## src/rtl/uart_pkg.sv

```systemverilog
// -----------------------------------------------------------------------------
// uart_pkg
// Shared UART definitions used by both the transmit and receive paths.
//   rx_state_t   : receiver frame-phase states
//   DATA_BITS    : payload bits per frame
//   FRAME_BITS   : start + data + parity + stop
//   PARITY_EVEN / PARITY_ODD : parity-mode encodings for the PARITY_ODD parameter
//   majority3()  : 2-of-3 vote used by the mid-bit sampler
// -----------------------------------------------------------------------------
package uart_pkg;

  typedef enum logic [2:0] {
    IDLE,
    START,
    DATA,
    PARITY,
    STOP
  } rx_state_t;

  localparam int DATA_BITS  = 8;
  localparam int FRAME_BITS = 11;

  localparam int PARITY_EVEN = 0;
  localparam int PARITY_ODD  = 1;

  // Two-of-three majority, used to reject a single corrupted oversample.
  function automatic logic majority3(input logic a, input logic b, input logic c);
    return (a & b) | (a & c) | (b & c);
  endfunction

endpackage

```

## src/rtl/uart_rx_sipo.sv

```systemverilog
// -----------------------------------------------------------------------------
// uart_rx_sipo
// Serial-in / parallel-out register for the UART receiver. Each received
// bit is written straight into its slot instead of being shifted, so the
// byte comes out already in line order (data[0] = first bit received).
// Ports:
//   clk      : receive clock
//   rst_n    : asynchronous active-low reset, clears the register
//   wr_en    : write the bit at bit_idx this cycle
//   bit_idx  : slot to write
//   bit_in   : voted bit value
//   data     : assembled byte, [0] = first data bit on the line
// -----------------------------------------------------------------------------
module uart_rx_sipo
  import uart_pkg::*;
#(
  parameter int WIDTH = DATA_BITS
) (
  input  logic                     clk,
  input  logic                     rst_n,
  input  logic                     wr_en,
  input  logic [$clog2(WIDTH)-1:0] bit_idx,
  input  logic                     bit_in,
  output logic [0:WIDTH-1]         data
);

  // Per-slot write; slots not addressed keep their value. A reset mid-frame
  // throws away whatever partial byte had been collected.
  always_ff @(posedge clk or negedge rst_n) begin
    if (!rst_n) begin
      data <= '0;
    end else if (wr_en) begin
      data[bit_idx] <= bit_in;
    end
  end

endmodule

```

## src/rtl/uart_rx_deserializer.sv

```systemverilog
// -----------------------------------------------------------------------------
// uart_rx_deserializer
// UART receive path. Synchronises the serial line, finds the start bit,
// majority-votes three oversamples around the middle of every bit and
// rebuilds the byte, then checks parity and the stop bit.
// Frame: start(0), data[0..7], parity, stop(1).
// Ports:
//   baud_rate_rx : receive clock, OVERSAMPLE x baud rate
//   rst_n        : asynchronous active-low reset
//   s_data_in    : serial line, asynchronous, idle high
//   p_data_out   : last received byte, [0] = first data bit on the line
//   data_valid   : one-cycle strobe per completed frame
//   parity_error : parity mismatch on the last completed frame
//   stop_error   : stop bit sampled low on the last completed frame
//   busy         : receiver is inside a frame
// -----------------------------------------------------------------------------
module uart_rx_deserializer
  import uart_pkg::*;
#(
  parameter int OVERSAMPLE = 8,
  parameter int PARITY_ODD = 0
) (
  input  logic       baud_rate_rx,
  input  logic       rst_n,
  input  logic       s_data_in,
  output logic [0:7] p_data_out,
  output logic       data_valid,
  output logic       parity_error,
  output logic       stop_error,
  output logic       busy
);

  localparam int M     = OVERSAMPLE / 2;
  localparam int CNT_W = $clog2(OVERSAMPLE);
  localparam int IDX_W = $clog2(DATA_BITS);

  localparam logic [CNT_W-1:0] CNT_LAST = CNT_W'(OVERSAMPLE - 1);
  localparam logic [CNT_W-1:0] CNT_S0   = CNT_W'(M - 1);
  localparam logic [CNT_W-1:0] CNT_S1   = CNT_W'(M);
  localparam logic [CNT_W-1:0] CNT_DEC  = CNT_W'(M + 1);
  localparam logic [IDX_W-1:0] IDX_LAST = IDX_W'(DATA_BITS - 1);

  // Expected XOR of data and parity bit for a clean frame.
  localparam logic PAR_SENSE = (PARITY_ODD != PARITY_EVEN);

  logic                 sync_ff1;
  logic                 rx_sync;
  rx_state_t            state;
  logic [CNT_W-1:0]     cnt;
  logic [IDX_W-1:0]     bit_idx;
  logic                 armed;
  logic                 samp_a;
  logic                 samp_b;
  logic                 par_s;
  logic                 vote;
  logic                 sipo_wr;
  logic [0:DATA_BITS-1] shift_reg;

  // Two-flop synchroniser. Both stages reset high so the idle line does not
  // look like a start bit as reset is released.
  always_ff @(posedge baud_rate_rx or negedge rst_n) begin
    if (!rst_n) begin
      sync_ff1 <= 1'b1;
      rx_sync  <= 1'b1;
    end else begin
      sync_ff1 <= s_data_in;
      rx_sync  <= sync_ff1;
    end
  end

  // The first two samples are stored; the third is the live rx_sync in the
  // decision cycle, so every decision below is taken at cnt == M+1.
  assign vote    = majority3(samp_a, samp_b, rx_sync);
  assign sipo_wr = (state == DATA) && (cnt == CNT_DEC);
  assign busy    = (state != IDLE);

  uart_rx_sipo #(
    .WIDTH (DATA_BITS)
  ) u_sipo (
    .clk     (baud_rate_rx),
    .rst_n   (rst_n),
    .wr_en   (sipo_wr),
    .bit_idx (bit_idx),
    .bit_in  (vote),
    .data    (shift_reg)
  );

  // Frame FSM with bit-period counter. The stop bit is resolved at its
  // mid-point rather than at the wrap, which returns to IDLE half a bit early
  // and leaves margin for a back-to-back start edge. armed blocks re-entry
  // after a framing error until the line has been seen high, so a held-low
  // break produces exactly one frame.
  always_ff @(posedge baud_rate_rx or negedge rst_n) begin
    if (!rst_n) begin
      state        <= IDLE;
      cnt          <= '0;
      bit_idx      <= '0;
      armed        <= 1'b1;
      samp_a       <= 1'b0;
      samp_b       <= 1'b0;
      par_s        <= 1'b0;
      p_data_out   <= '0;
      data_valid   <= 1'b0;
      parity_error <= 1'b0;
      stop_error   <= 1'b0;
    end else begin
      data_valid <= 1'b0;

      if (state != IDLE) begin
        cnt <= (cnt == CNT_LAST) ? '0 : cnt + 1'b1;
        if (cnt == CNT_S0) samp_a <= rx_sync;
        if (cnt == CNT_S1) samp_b <= rx_sync;
      end

      case (state)
        IDLE: begin
          cnt <= '0;
          if (rx_sync) begin
            armed <= 1'b1;
          end else if (armed) begin
            state <= START;
          end
        end

        START: begin
          if (cnt == CNT_DEC && vote) begin
            state <= IDLE;
            cnt   <= '0;
          end else if (cnt == CNT_LAST) begin
            state <= DATA;
          end
        end

        DATA: begin
          if (cnt == CNT_LAST) begin
            if (bit_idx == IDX_LAST) begin
              state   <= PARITY;
              bit_idx <= '0;
            end else begin
              bit_idx <= bit_idx + 1'b1;
            end
          end
        end

        PARITY: begin
          if (cnt == CNT_DEC) par_s <= vote;
          if (cnt == CNT_LAST) state <= STOP;
        end

        STOP: begin
          if (cnt == CNT_DEC) begin
            p_data_out   <= shift_reg;
            parity_error <= ((^shift_reg) ^ par_s) != PAR_SENSE;
            stop_error   <= ~vote;
            data_valid   <= 1'b1;
            state        <= IDLE;
            cnt          <= '0;
            if (!vote) armed <= 1'b0;
          end
        end

        default: begin
          state <= IDLE;
          cnt   <= '0;
        end
      endcase
    end
  end

endmodule

```

## config.mk

```make
export PLATFORM = sky130hd
export DESIGN_NAME = uart_rx_deserializer
export DESIGN_NICKNAME = d
export VERILOG_FILES = /design/src/rtl/uart_pkg.sv /design/src/rtl/uart_rx_sipo.sv /design/src/rtl/uart_rx_deserializer.sv
export SDC_FILE = /design/constraint.sdc
export NUM_CORES = 1
export LEC_CHECK = 0
export CAP_MARGIN = 20
export CORE_MARGIN = 4
export CORE_UTILIZATION = 40
export CTS_CLUSTER_SIZE = 12
export DETAILED_ROUTE_END_ITERATION = 7
export GPL_ROUTABILITY_DRIVEN = 0
export GPL_TIMING_DRIVEN = 0
export HOLD_SLACK_MARGIN = 0.12
export SLEW_MARGIN = 25
export SYNTH_ARGS = -nofsm -noshare
export SYNTH_HDL_FRONTEND = slang
export SYNTH_HIERARCHICAL = 1
export SYNTH_SLANG_ARGS = --single-unit
```

## constraint.sdc

```tcl
create_clock -name baud_rate_rx -period 3.03 [get_ports baud_rate_rx]
set_input_delay 0.606 -clock baud_rate_rx [delete_from_list [all_inputs] [get_ports baud_rate_rx]]
set_output_delay 0.606 -clock baud_rate_rx [all_outputs]
set_load 0.01 [all_outputs]
```

==> metrics.yaml, run 1 <==
grtUsageTotal: 0.125
cts_made_buffers: 5
overflow: 0
hold_viol: 0
hp-class: "input pin to asynchronous set/reset pin"
die-area_um2: 5480
clkTransAtPathRegs_ns: 0.07
postCtsHoldBufs: 0
worstMarginPinSlew_ns: 0.391
synth_warnings: 6
vias: 1012
required_ns: 2.42
wl_mm: 3.01
max_slew_margin: 0.739
crit_type: "flop to primary output"
portBuffers: 14
dp_slack_ns: 0.961
cts_root_buf: "clkbuf_8"
grt_pass1_wl_mm: 5.32
fin_skew_ns: 0.00422
syn_avg_cell_area_um2: 13.5
syn2layout_area_growth_pct: 19.2
cp.arrival_ns: 1.77
cts_max_path_buffers: 2
status: "complete, no violations"
ant_nets: 0
placedCellCount: 194
cts.htree.levels: 2
die_h_um: 74.1
firstDrtPassIters: 4
stdcell_count: 202
die_w_um: 74.1
diodes: 0
place_hpwl_mm: 2.23
wl_per_cell_um: 14.9
cp-end-kind: "primary output"
fin_nets: 161
fin_setup_tns_ns: 0
drive_gt1_frac: 0.322
coreArea_um2: 4120
nFillCells: 366
syn_inst: 129
cts_tree: "done"
rows: 23
r2r_cells: 7
insertion_delay_ns: 0.28
r2r_slack_ns: 1.11
r2r-end: "u_sipo/data[0]"
max_freq_mhz: 421
antenna_found_initial: 0
drv_cap: 0
cts_setup_buffers: 0
cp-start-kind: "flop"
ir_worst_vdd_v: 0.000320
grt_max_degree: 22
path_max_fanout: 7
r2r-start: "cnt[1]"
vias_per_cell: 5.01
hold_slack_ns: 0.230
fin_crit_ns: 2.38
ctsResizeCount: 0
power.leakage_nw: 0.983
netlist-cell-type-count: 44
drc_errors: 0
finalWorstSetupSlack_ns: 0.653
syn_area_um2: 1750
fin_crit_sh: 0.785
grt_pass1_vias: 1114
maxSlewViolCount: 0
ys_seq_elements: 34
drtIter0Drc: 16
start_util: 0.424
cts_sinks: 34
rsz0062_at_grt: "false"
boundaryPins: 15
power.density_nw_per_um2: 678
syn-num-nets: 139
yosysSeqAreaShare: 0.490
setup_violations: 0
==> power by group <==
part,leakage (nW),switching (mW),internal (mW),total (mW)
logic,0.477,0.223,0.206,0.429
clock network,0.0575,0.157,0.229,0.387
registers,0.448,0.0709,0.524,0.595
total,0.983,0.451,0.960,1.41
==> layout make-up <==
type,count,area (um^2),share of cell area
Clock buffer,8,110,0.0529
Multi-Input combinational cell,84,820,0.394
Timing Repair Buffer,15,163,0.0782
Sequential cell,34,855,0.411
Buffer,4,40.0,0.0192
Inverter,7,31.3,0.0150
Tap cell,50,62.6,0.0301
==> through the flow <==
step            util  instance area (um^2)  total power, mW
2_1_floorplan      -                  1750            0.927
3_3_place_gp   0.473                  1950             1.01
3_5_place_dp   0.479                  1970             1.04
4_1_cts        0.506                  2080             1.43
5_1_grt        0.506                  2080             1.50
6_report       0.506                  2080             1.41
==> how the worst max path moves through the flow <==
stage,startpoint,end,slack [ns],depth (start not counted)
floorplan,cnt[1],u_sipo/data[0],1.28,7
global route,state[2],busy,0.60,3
global placement,rst_n,cnt[0],0.68,1
CTS,state[2],busy,0.64,3
detailed placement,state[2],busy,0.96,3
finish,state[2],busy,0.65,3
==> metal layers <==
metal | GRT usage | vias to the layer above | part of all wire
met1 | 0.150 | 487 | 0.47
met4 | 0.0362 | 0 | 0.0063
met5 | 0 | - | 0
met3 | 0.0365 | 2 | 0.037
li1 | - | 509 | -
met2 | 0.219 | 14 | 0.49
==> critical path, stage by stage (launching register included) <==
cell	delay, ns
dfrtp_1	0.52
nor3_4	0.40
inv_4	0.07
clkdlybuf4s50_1	0.49
==> kinds of logic after synthesis <==
| family | count (synthesis) | share of synthesized area |
|---|---|---|
| AND/OR/NAND/NOR | 35 | 0.153 |
| flip-flops | 34 | 0.490 |
| multiplexers | 21 | 0.159 |
| AO/OA/AOI/OAI | 13 | 0.0581 |
| buffers and inverters | 11 | 0.0409 |
| adder cells (fa/ha/maj) | 8 | 0.0566 |
| XOR/XNOR | 7 | 0.0430 |
==> registers in the layout, indices dropped and copies added (netlist names), 3 cells and up <==
name,cells
bit_idx,3
p_data_out,8
u_sipo/data,8
state,3
cnt,3
==> cell usage after synthesis, drive strengths merged <==
library cell / n / area [um^2]
a21oi: 3 / 15.0
a22o: 1 / 8.76
nand4: 1 / 6.26
nor3b: 2 / 15.0
nand3b: 1 / 7.51
a311oi: 2 / 23.8
and3: 2 / 17.5
inv: 7 / 31.3
o21ai: 2 / 10.0
or2: 1 / 6.26
ha: 7 / 87.6
nor4: 1 / 21.3
nor4b: 1 / 15.0
nand4b: 3 / 26.3
nor3: 2 / 21.3
buf: 3 / 26.3
and4bb: 3 / 37.5
and2: 1 / 6.26
dfrtp: 31 / 776
xnor3: 1 / 22.5
and2b: 1 / 7.51
nand3: 3 / 27.5
a31o: 1 / 8.76
clkbuf: 1 / 13.8
a211oi: 3 / 27.5
nand2: 6 / 22.5
mux2: 21 / 278
o21bai: 1 / 7.51
maj3: 1 / 11.3
xor2: 2 / 17.5
dfstp: 3 / 78.8
nor2: 7 / 28.8
xnor2: 4 / 35.0
==> cells in the final DEF (no fill, tap or decap), types with 3 or more instances in the layout <==
cell,count
a21oi_1,3
and4bb_1,3
clkbuf_8,9
clkdlybuf4s50_1,13
dfrtp_1,31
dfstp_2,3
ha_1,7
inv_1,5
mux2_2,9
mux2_4,11
nand2_1,6
nand4b_1,3
nor2_1,6
xnor2_1,4
Power figures use the tool's default switching activity.
==> run 2, diff against run 1 <==
Clock period 3.03 ns to 2 ns, I/O delays scaled along.
==> run 2 against run 1 <==
Via count is 0.79% higher. Die area unchanged. Utilization increased by 0.46 points.
==> metrics.yaml, run 2 (synthesis results as in run 1) <==
portBuffers: 14  # unchanged
cp-end-kind: "flop"  # was primary output
rsz0062_at_grt: "false"  # unchanged
setup_violations: 0  # unchanged
hold_viol: 0  # unchanged
holdPathStages: 0
worstMarginPinSlew_ns: 0.357  # was 0.391 ns
fin_setup_tns_ns: 0  # unchanged
required_ns: 2.16  # was 2.42 ns
insertion_delay_ns: 0.28  # about the same
wl_per_cell_um: 14.9  # about the same
power.density_nw_per_um2: 1020  # was 678 nW/um^2
max_freq_mhz: 540
vias: 1020  # was 1012
start_util: 0.424  # unchanged
layout_common_cells: "dfrtp_1 (30), clkdlybuf4s50_1 (12), mux2_4 (11)"  # was dfrtp_1 (31), clkdlybuf4s50_1 (13), mux2_4 (11)
placedCellCount: 194  # unchanged
cts_tree: "done"  # unchanged
cp-start-kind: "flop"  # unchanged
fin_crit_ns: 1.85
antenna_found_initial: 0  # unchanged
r2r_cells: 7  # unchanged
fin_nets: 163  # was 161
die-area_um2: 5480  # unchanged
dpl_cell_area_um2: 1970  # unchanged
grt_max_degree: 22  # unchanged
grtUsageTotal: 0.126  # was 0.125
hp-start: "sync_ff1"
ant_nets: 0  # unchanged
grt_pass1_wl_mm: 5.37  # was 5.32 mm
drive_gt1_frac: 0.338  # was 0.322
rows: 23  # unchanged
startpoint: "cnt[1]"  # was state[2]
fin_util: 0.510  # was 0.506
boundaryPins: 15  # unchanged
die_h_um: 74.1  # unchanged
cts_sinks: 34  # unchanged
status: "complete, no violations"  # unchanged
power.leakage_nw: 0.989  # was 0.983 nW
design_area_um2: 2100  # was 2080 um^2
ir_worst_vdd_v: 0.000486  # was 0.000320 V
drv_cap: 0  # unchanged
top_regs: "p_data_out (8), u_sipo/data (8)"  # unchanged
overflow: 0  # unchanged
vias_per_cell: 5.00  # was 5.01
syn2layout_area_growth_pct: 20.3  # was 19.2%
r2r-end: "u_sipo/data[0]"  # unchanged
stdcell_count: 204  # was 202
wl_mm: 3.03  # was 3.01 mm
r2r_slack_ns: 0.15  # was 1.11 ns
cts_made_buffers: 5  # unchanged
drc_errors: 0  # unchanged
cts.htree.levels: 2  # unchanged
cts_root_buf: "clkbuf_8"  # unchanged
drtIter0Drc: 20  # was 16
hp-class: "flop to flop"  # was input pin to asynchronous set/reset pin
hold_path_end: "rx_sync"
fin_skew_ns: 0.00424  # was 0.00422 ns
place_hpwl_mm: 2.23  # unchanged
max_slew_margin: 0.762  # was 0.739
r2r-start: "cnt[1]"  # unchanged
grt_pass1_vias: 1117  # was 1114
maxSlewViolCount: 0  # unchanged
crit_type: "flop to flop"  # was flop to primary output
coreArea_um2: 4120  # unchanged
fin_crit_sh: 0.925
nFillCells: 363  # was 366
cp.arrival_ns: 2.01  # was 1.77 ns
path_max_fanout: 8  # was 7
diodes: 0  # unchanged
firstDrtPassIters: 4  # unchanged
clkTransAtPathRegs_ns: 0.07  # about the same
die_w_um: 74.1  # unchanged
cts_max_path_buffers: 2  # unchanged
layout_commonest_cell: "dfrtp_1"  # unchanged
==> run 2: cell count changes in the layout (fill, tap and decap cells not counted), sizes merged <==
| cell | change |
|---|---|
| dlygate4sd2 | +1 |
| clkdlybuf4s50 | -1 |
| dlygate4sd3 | +1 |
| buf | +1 |
==> run 2: critical path, stage by stage (launching register included) <==
cell	delay, ns
dfrtp_1	0.40
inv_1	0.08
ha_1	0.13
and2_1	0.11
buf_4	0.15
and3_2	0.27
nor4b_2	0.22
mux2_2	0.36
==> run 2: worst max path at each step <==
stage                endpoint  slack (ns)  cells past startpoint
3_3_place_gp           cnt[0]       -0.14                      1
5_1_grt        u_sipo/data[0]        0.03                      7
3_5_place_dp   u_sipo/data[0]        0.07                      7
6_report       u_sipo/data[0]        0.15                      7
4_1_cts        u_sipo/data[0]        0.05                      7
2_1_floorplan  u_sipo/data[0]        0.25                      7
==> run 2: per-layer routing <==
metal	share of wire	GRT usage
met1	0.48	0.155
met2	0.48	0.216
met3	0.036	0.0365
met4	0.0063	0.0362
met5	0	0
==> run 2: stage by stage <==
step	power, mW	setup slack, ns	hold WS, ns
2_1_floorplan	1.40	0.254	0.104
3_3_place_gp	1.52	-0.143	0.346
3_5_place_dp	1.57	0.0658	0.331
4_1_cts	2.18	0.0512	0.357
5_1_grt	2.29	0.0340	0.365
6_report	2.15	0.150	0.356
==> run 2: power by group <==
group	internal, mW	switching (mW)
Sequential	0.795	0.107
Combinational	0.318	0.340
Clock	0.348	0.241
==> run 2: final cells by class <==
class,instances,area (um^2),area share
clock buffers,8,110,0.0524
multi-input cells,84,821,0.391
inverters,7,31.3,0.0149
flip-flops and latches,34,856,0.408
plain buffers,4,40.0,0.0191
repair buffers,17,179,0.0852
well taps,50,62.6,0.0298
==> run 2: repair_timing <==
action | in CTS | in global routing
gates resized for setup | 2 | 1
pin swaps | 1 | 0
endpoints found under the hold margin | 11 | 0
buffers inserted | 1 | 0
hold buffers | 1 | 0
setup endpoints to repair | 1 | 1
==> run 3, diff against run 2 <==
Settings changed: ABC_AREA from default to 1.
Clock period 2 ns to 1.8 ns, I/O delays scaled along.
==> run 3 against run 2 <==
Sequential share of layout area decreased by 0.37 points. Register-to-register slack improved by 0.17 ns. Power increased by 7.5%. Hold slack improved by 0.0044 ns.
==> metrics.yaml, run 3 <==
top_layer: "met4"  # unchanged
crit_slowest_cell: "dfrtp_1"  # unchanged
fin_util: 0.489  # was 0.510
r2r-start: "cnt[0]"  # was cnt[1]
fin_crit_sh: 0.948
wl_met2_mm: 1.35  # was 1.46 mm
fin_skew_ns: 0.00668  # was 0.00424 ns
grt_max_degree: 20  # was 22
vias_per_cell: 4.77  # was 5.00
crit_type: "flop to primary output"  # was flop to flop
design_area_um2: 2120  # was 2100 um^2
wl_mm: 3.23  # was 3.03 mm
drv_cap: 0  # unchanged
boundaryPins: 15  # unchanged
synth_warnings: 6  # unchanged
cts_made_buffers: 5  # unchanged
grtUsageTotal: 0.134  # was 0.126
cp.arrival_ns: 1.35  # was 2.01 ns
ys_seq_elements: 34  # unchanged
nFillCells: 432  # was 363
wl_per_cell_um: 10.7  # was 14.9 um
startpoint: "state[2]"  # was cnt[1]
drc_errors: 0  # unchanged
power.density_nw_per_um2: 1090  # was 1020 nW/um^2
cts_tree: "done"  # unchanged
status: "complete, no violations"  # unchanged
overflow: 0  # unchanged
yosysMostFrequentCell: "nand2_1"  # was dfrtp_1
yosysTopAreaCell: "dfrtp_1"  # unchanged
antenna_found_initial: 0  # unchanged
cts_max_path_buffers: 2  # unchanged
syn_avg_cell_area_um2: 7.92  # was 13.5 um^2
top_regs: "p_data_out (8), u_sipo/data (8)"  # unchanged
power.leakage_nw: 1.08  # was 0.989 nW
hp-class: "flop to flop"  # unchanged
die_h_um: 74.7  # was 74.1 um
worstMarginPinSlew_ns: 0.400  # was 0.357 ns
hold_slack_ns: 0.361  # was 0.356 ns
firstDrtPassIters: 4  # unchanged
wl_met3_um: 144  # was 110 um
p_seq_frac: 0.427  # was 0.420
combPwrFrac: 0.325  # was 0.306
cp-end-kind: "primary output"  # was flop
synth_edf_count: 0  # unchanged
maxSlewViolCount: 0  # unchanged
grt_pass1_wl_mm: 5.68  # was 5.37 mm
synth_ff_type: "dfrtp_1"  # unchanged
syn-num-nets: 235  # was 139
vias: 1440  # was 1020
postSynth.asyncResetShare: 1.00  # unchanged
cp-start-kind: "flop"  # unchanged
layout.area.seq_um2: 855  # was 856 um^2
required_ns: 1.44  # was 2.16 ns
fin_nets: 259  # was 163
dpl_cell_area_um2: 2010  # was 1970 um^2
p_clk_frac: 0.249  # was 0.274
hold_viol: 0  # unchanged
layout_common_cells: "nand2_1 (89), dfrtp_1 (31), inv_1 (24)"  # was dfrtp_1 (30), clkdlybuf4s50_1 (12), mux2_4 (11)
rsz0062_at_grt: "false"  # unchanged
clkTransAtPathRegs_ns: 0.06  # was 0.07 ns
max_slew_margin: 0.733  # was 0.762
synth_top_cell_area_share: 0.435  # was 0.444
fin_crit_ns: 1.71
m1WireLength_mm: 1.66  # was 1.44 mm
syn_inst: 225  # was 129
start_util: 0.412  # was 0.424
p_sw_mw: 0.811  # was 0.688 mW
cp_cell_sequence: "nor2_1 -> nand2_1 -> buf_4 -> dlygate4sd2_1"  # was inv_1 -> ha_1 -> and2_1 -> buf_4 -> and3_2 -> nor4b_2 -> mux2_2
grt_pass1_vias: 1310  # was 1117
switching_share: 0.351  # was 0.320
yosys-top-cells-area: "dfrtp_1 (44%), nand2_1 (19%), nand3_1 (5.1%)"  # was dfrtp_1 (44%), mux2_4 (9.5%), mux2_2 (5.8%)
die-area_um2: 5590  # was 5480 um^2
synth_commonest_cells: "nand2_1 (89), dfrtp_1 (31), inv_1 (24)"  # was dfrtp_1 (31), mux2_4 (11), mux2_2 (9)
setup_violations: 0  # unchanged
stdcell_count: 302  # was 204
netlist-cell-type-count: 26  # was 44
p_int_mw: 1.50  # was 1.46 mW
syn_area_um2: 1780  # was 1750 um^2
multi_input_area_um2: 788  # was 821 um^2
rows: 24  # was 23
coreArea_um2: 4320  # was 4120 um^2
drtIter0Drc: 57  # was 20
max_freq_mhz: 586
path_max_fanout: 10  # was 8
cts_root_buf: "clkbuf_8"  # unchanged
cts_sinks: 34  # unchanged
layout_commonest_cell: "nand2_1"  # was dfrtp_1
ant_nets: 0  # unchanged
yosysSeqAreaShare: 0.480  # was 0.490
insertion_delay_ns: 0.29  # was 0.28 ns
diodes: 0  # unchanged
drive_gt1_frac: 0.148  # was 0.338
hp-start: "sync_ff1"  # unchanged
cts.htree.levels: 2  # unchanged
r2r_slack_ns: 0.32  # was 0.15 ns
ir_worst_vdd_v: 0.000515  # was 0.000486 V
max_stage_delay_ns: 0.40  # about the same
syn2layout_area_growth_pct: 18.8  # was 20.3%
place_hpwl_mm: 2.46  # was 2.23 mm
portBuffers: 14  # unchanged
power_mw: 2.31  # was 2.15 mW
die_w_um: 74.7  # was 74.1 um
placedCellCount: 292  # was 194
[run 3: changes by cell type after synthesis, sizes merged, moves of 7 or more]
cell | before | now
nor2 | 7 | 14
mux2 | 21 | 0
nand2 | 6 | 92
inv | 7 | 29
o21ai | 2 | 17
nand3 | 3 | 18
[run 3: metal layers]
metal,vias up,global-route usage
met5,-,0
met4,0,0.0593
met3,5,0.0360
met2,24,0.199
met1,662,0.183
li1,749,-
[run 3: cells by family after synthesis]
| family | count (synthesis) | share of synthesized area |
|---|---|---|
| simple gates | 127 | 0.307 |
| flops | 34 | 0.480 |
| buf+inv | 33 | 0.0780 |
| compound gates | 23 | 0.0815 |
| fa+ha+maj | 7 | 0.0492 |
| xor+xnor | 1 | 0.00492 |
[run 3: path summary, 6_finish.rpt]
kind / end / cells after the start
worst max-delay path: busy / 4
worst min-delay path: rx_sync / 0
worst max register to register: state[1] / 7
worst min register to register: rx_sync / 0
max in group asynchronous: rx_sync / 3
min in group asynchronous: p_data_out[1] / 2
[run 3: layout make-up]
class | count | share of cell area
Sequential cell | 34 | 0.404
Inverter | 30 | 0.0532
Multi-Input combinational cell | 158 | 0.373
Timing Repair Buffer | 17 | 0.0846
Tap cell | 52 | 0.0308
Clock buffer | 8 | 0.0426
Buffer | 3 | 0.0124
[run 3: repair_timing]
item                       CTS  global route
hold buffers                 1             0
gates resized for setup      1             0
hold endpoints to repair    14             0
buffers inserted             1             0
setup endpoints to repair    1             0
[run 3: through the flow]
step / setup WS [ns] / TNS [ns]
global route: 0.0478 / 0
detailed placement: 0.112 / 0
finish: 0.0929 / 0
global placement: -0.430 / -13.58
CTS: 0.0864 / 0
floorplan: 0.505 / 0
[run 3: power groups by stage]
stage | clock [mW] | sequential [mW] | combinational (mW)
2_1_floorplan | 0 | 0.989 | 0.558
3_3_place_gp | 0 | 1.01 | 0.724
3_5_place_dp | 0 | 1.01 | 0.736
4_1_cts | 0.594 | 0.987 | 0.760
5_1_grt | 0.619 | 1.00 | 0.864
6_report | 0.574 | 0.986 | 0.750
[run 3: worst max-delay path, delay by kind of cell, from the launching register on]
family | cells | cell delay [ns]
buffers and inverters | 2 | 0.46
flip-flops | 1 | 0.40
AND/OR/NAND/NOR | 2 | 0.21
==> patch (config.mk and constraints of run 3) <==
Reset style: synchronous (`rst_n`), changed in 3 clocked blocks. Comments in the files are not updated.
--- a/src/rtl/uart_rx_sipo.sv
+++ b/src/rtl/uart_rx_sipo.sv
@@ -27,5 +27,5 @@
   // Per-slot write; slots not addressed keep their value. A reset mid-frame
   // throws away whatever partial byte had been collected.
-  always_ff @(posedge clk or negedge rst_n) begin
+  always_ff @(posedge clk) begin
     if (!rst_n) begin
       data <= '0;
--- a/src/rtl/uart_rx_deserializer.sv
+++ b/src/rtl/uart_rx_deserializer.sv
@@ -59,5 +59,5 @@
   // Two-flop synchroniser. Both stages reset high so the idle line does not
   // look like a start bit as reset is released.
-  always_ff @(posedge baud_rate_rx or negedge rst_n) begin
+  always_ff @(posedge baud_rate_rx) begin
     if (!rst_n) begin
       sync_ff1 <= 1'b1;
@@ -91,5 +91,5 @@
   // after a framing error until the line has been seen high, so a held-low
   // break produces exactly one frame.
-  always_ff @(posedge baud_rate_rx or negedge rst_n) begin
+  always_ff @(posedge baud_rate_rx) begin
     if (!rst_n) begin
       state        <= IDLE;
Check against the original RTL: differs if rst_n is asserted again (counterexample within 4 cycles, from zero or initial values and one cycle with rst_n low); with rst_n held inactive, the same outputs for 10 cycles.
==> patch against run 3 <==
  * Area after synthesis decreased by 4.2%
  * Cell area fell by 5.3%
  * Setup slack better by 0.084 ns
  * Fmax grew 5.2%
  * Highest routed layer unchanged
  * Clock skew up 0.00082 ns
  * Routed wire length up 3.6%
  * Sequential cell count unchanged
  * Non-clock buffer count down 2
  * Combinational power fell by 38%
  * Largest power group unchanged
  * Cell count rose by 4.6%
  * Total power down 17%
==> patch: results (changes against run 3) <==
yosysUniqueCellTypes: 28  # was 26
filler_cell_count: 423  # was 432
critical_path_arrival_ns: 1.26  # was 1.35 ns
yosys_most_used_dff: "dfxtp_1"  # was dfrtp_1
wirelength_mm: 3.343  # was 3.228 mm
synthTopCellsByArea: "dfxtp_1, nand2_1, nand3_1"  # was dfrtp_1, nand2_1, nand3_1
grt_pass1_vias: 1326  # was 1310
synth_nets: 254  # was 235
synth_cells: 244  # was 225
skew_ns: 0.007508  # was 0.006684 ns
hpwl_mm: 2.504  # was 2.457 mm
critical_path.max_fanout: 9  # was 10
power.density_nw_per_um2: 952.4  # was 1092 nW/um2
peakVddDrop_mv: 0.4582  # was 0.5153 mV
p_leak_nw: 0.8724  # was 1.076 nW
grt_pass1_wl_mm: 5.982  # was 5.678 mm
grt_start_max_net_pins: 11  # was 20
grtUsageTotal_pct: 14.37  # was 13.36%
place_inst: 308  # was 292
dr_total_vias: 1517  # was 1440
instances_no_fill: 316  # was 302
status: "completed"  # unchanged
postCtsSetupBuffers: 0  # was 1
post_cts_resized: 3  # was 1
ys_seq_area_share_pct: 39.88  # was 47.96%
slew_headroom_pct: 68.50  # was 73.31%
placed_area_um2: 1909  # was 2009 um2
yosys-top-cells-count: "nand2_1, dfxtp_1, inv_1"  # was nand2_1, dfrtp_1, inv_1
nNetsFinal: 275  # was 259
drt_iter0_markers: 91  # was 57
pre_cts_ws_ns: -0.04467  # was 0.1124 ns
drive_gt1_share_pct: 10.90  # was 14.80%
[patch: cell count changes in the layout (fill, tap and decap cells not counted), sizes merged, moves of 3 or more]
cell,change
dfrtp,-31
a21oi,+23
nand2,-28
dfxtp,+34
dfstp,-3
inv,+5
nand3,+7
nor2,+12
[patch: area by class of cell]
type,instances,area [um2],area share [%]
Buffer,4,35.03,1.749
Clock buffer,7,86.33,4.310
Clock inverter,1,5.005,0.2498
Inverter,34,127.6,6.371
Multi-Input combinational cell,172,865.8,43.22
Sequential cell,34,681.9,34.04
Tap cell,50,62.56,3.123
Timing Repair Buffer,14,138.9,6.933
[patch: report_power, final]
group          total, mW  internal, mW  switching, mW
clock              0.579         0.308          0.270
combinational      0.468         0.177          0.291
sequential         0.862         0.804         0.0579
[patch: worst max-delay path, stage by stage, from the launching register on]
cell	delay [ns]
dfxtp_2	0.36
nor2_2	0.17
nand2_2	0.14
dlygate4sd2_1	0.31
[patch: metal layers]
metal / up-vias / global-route usage [%] / part of all wire, %
met4: 0 / 6.036 / 1.8
met2: 30 / 20.56 / 39
met1: 660 / 19.78 / 54
met5: - / 0 / 0
met3: 6 / 4.651 / 6.0
li1: 821 / - / -
[patch: final timing paths]
kind                     to      from  cells after the start  slack [ns]
max reg2reg  u_sipo/data[6]    cnt[0]                      8        0.27
max                    busy  state[0]                      3        0.18
min reg2reg         rx_sync  sync_ff1                      1        0.42
min                 rx_sync  sync_ff1                      1        0.42
[patch: cell families (layout without fill, tap and decap cells)]
kind of cell               after synthesis  in the layout  share of synthesized area, %
buffers and inverters                   38             60                         9.530
xor gates and xnor gates                 2              2                         1.027
DFF                                     34             34                         39.88
and+or+nand+nor                        121            121                         30.94
adders and majority gates                7              7                         5.132
AOI/OAI and AO/OA                       42             42                         13.49
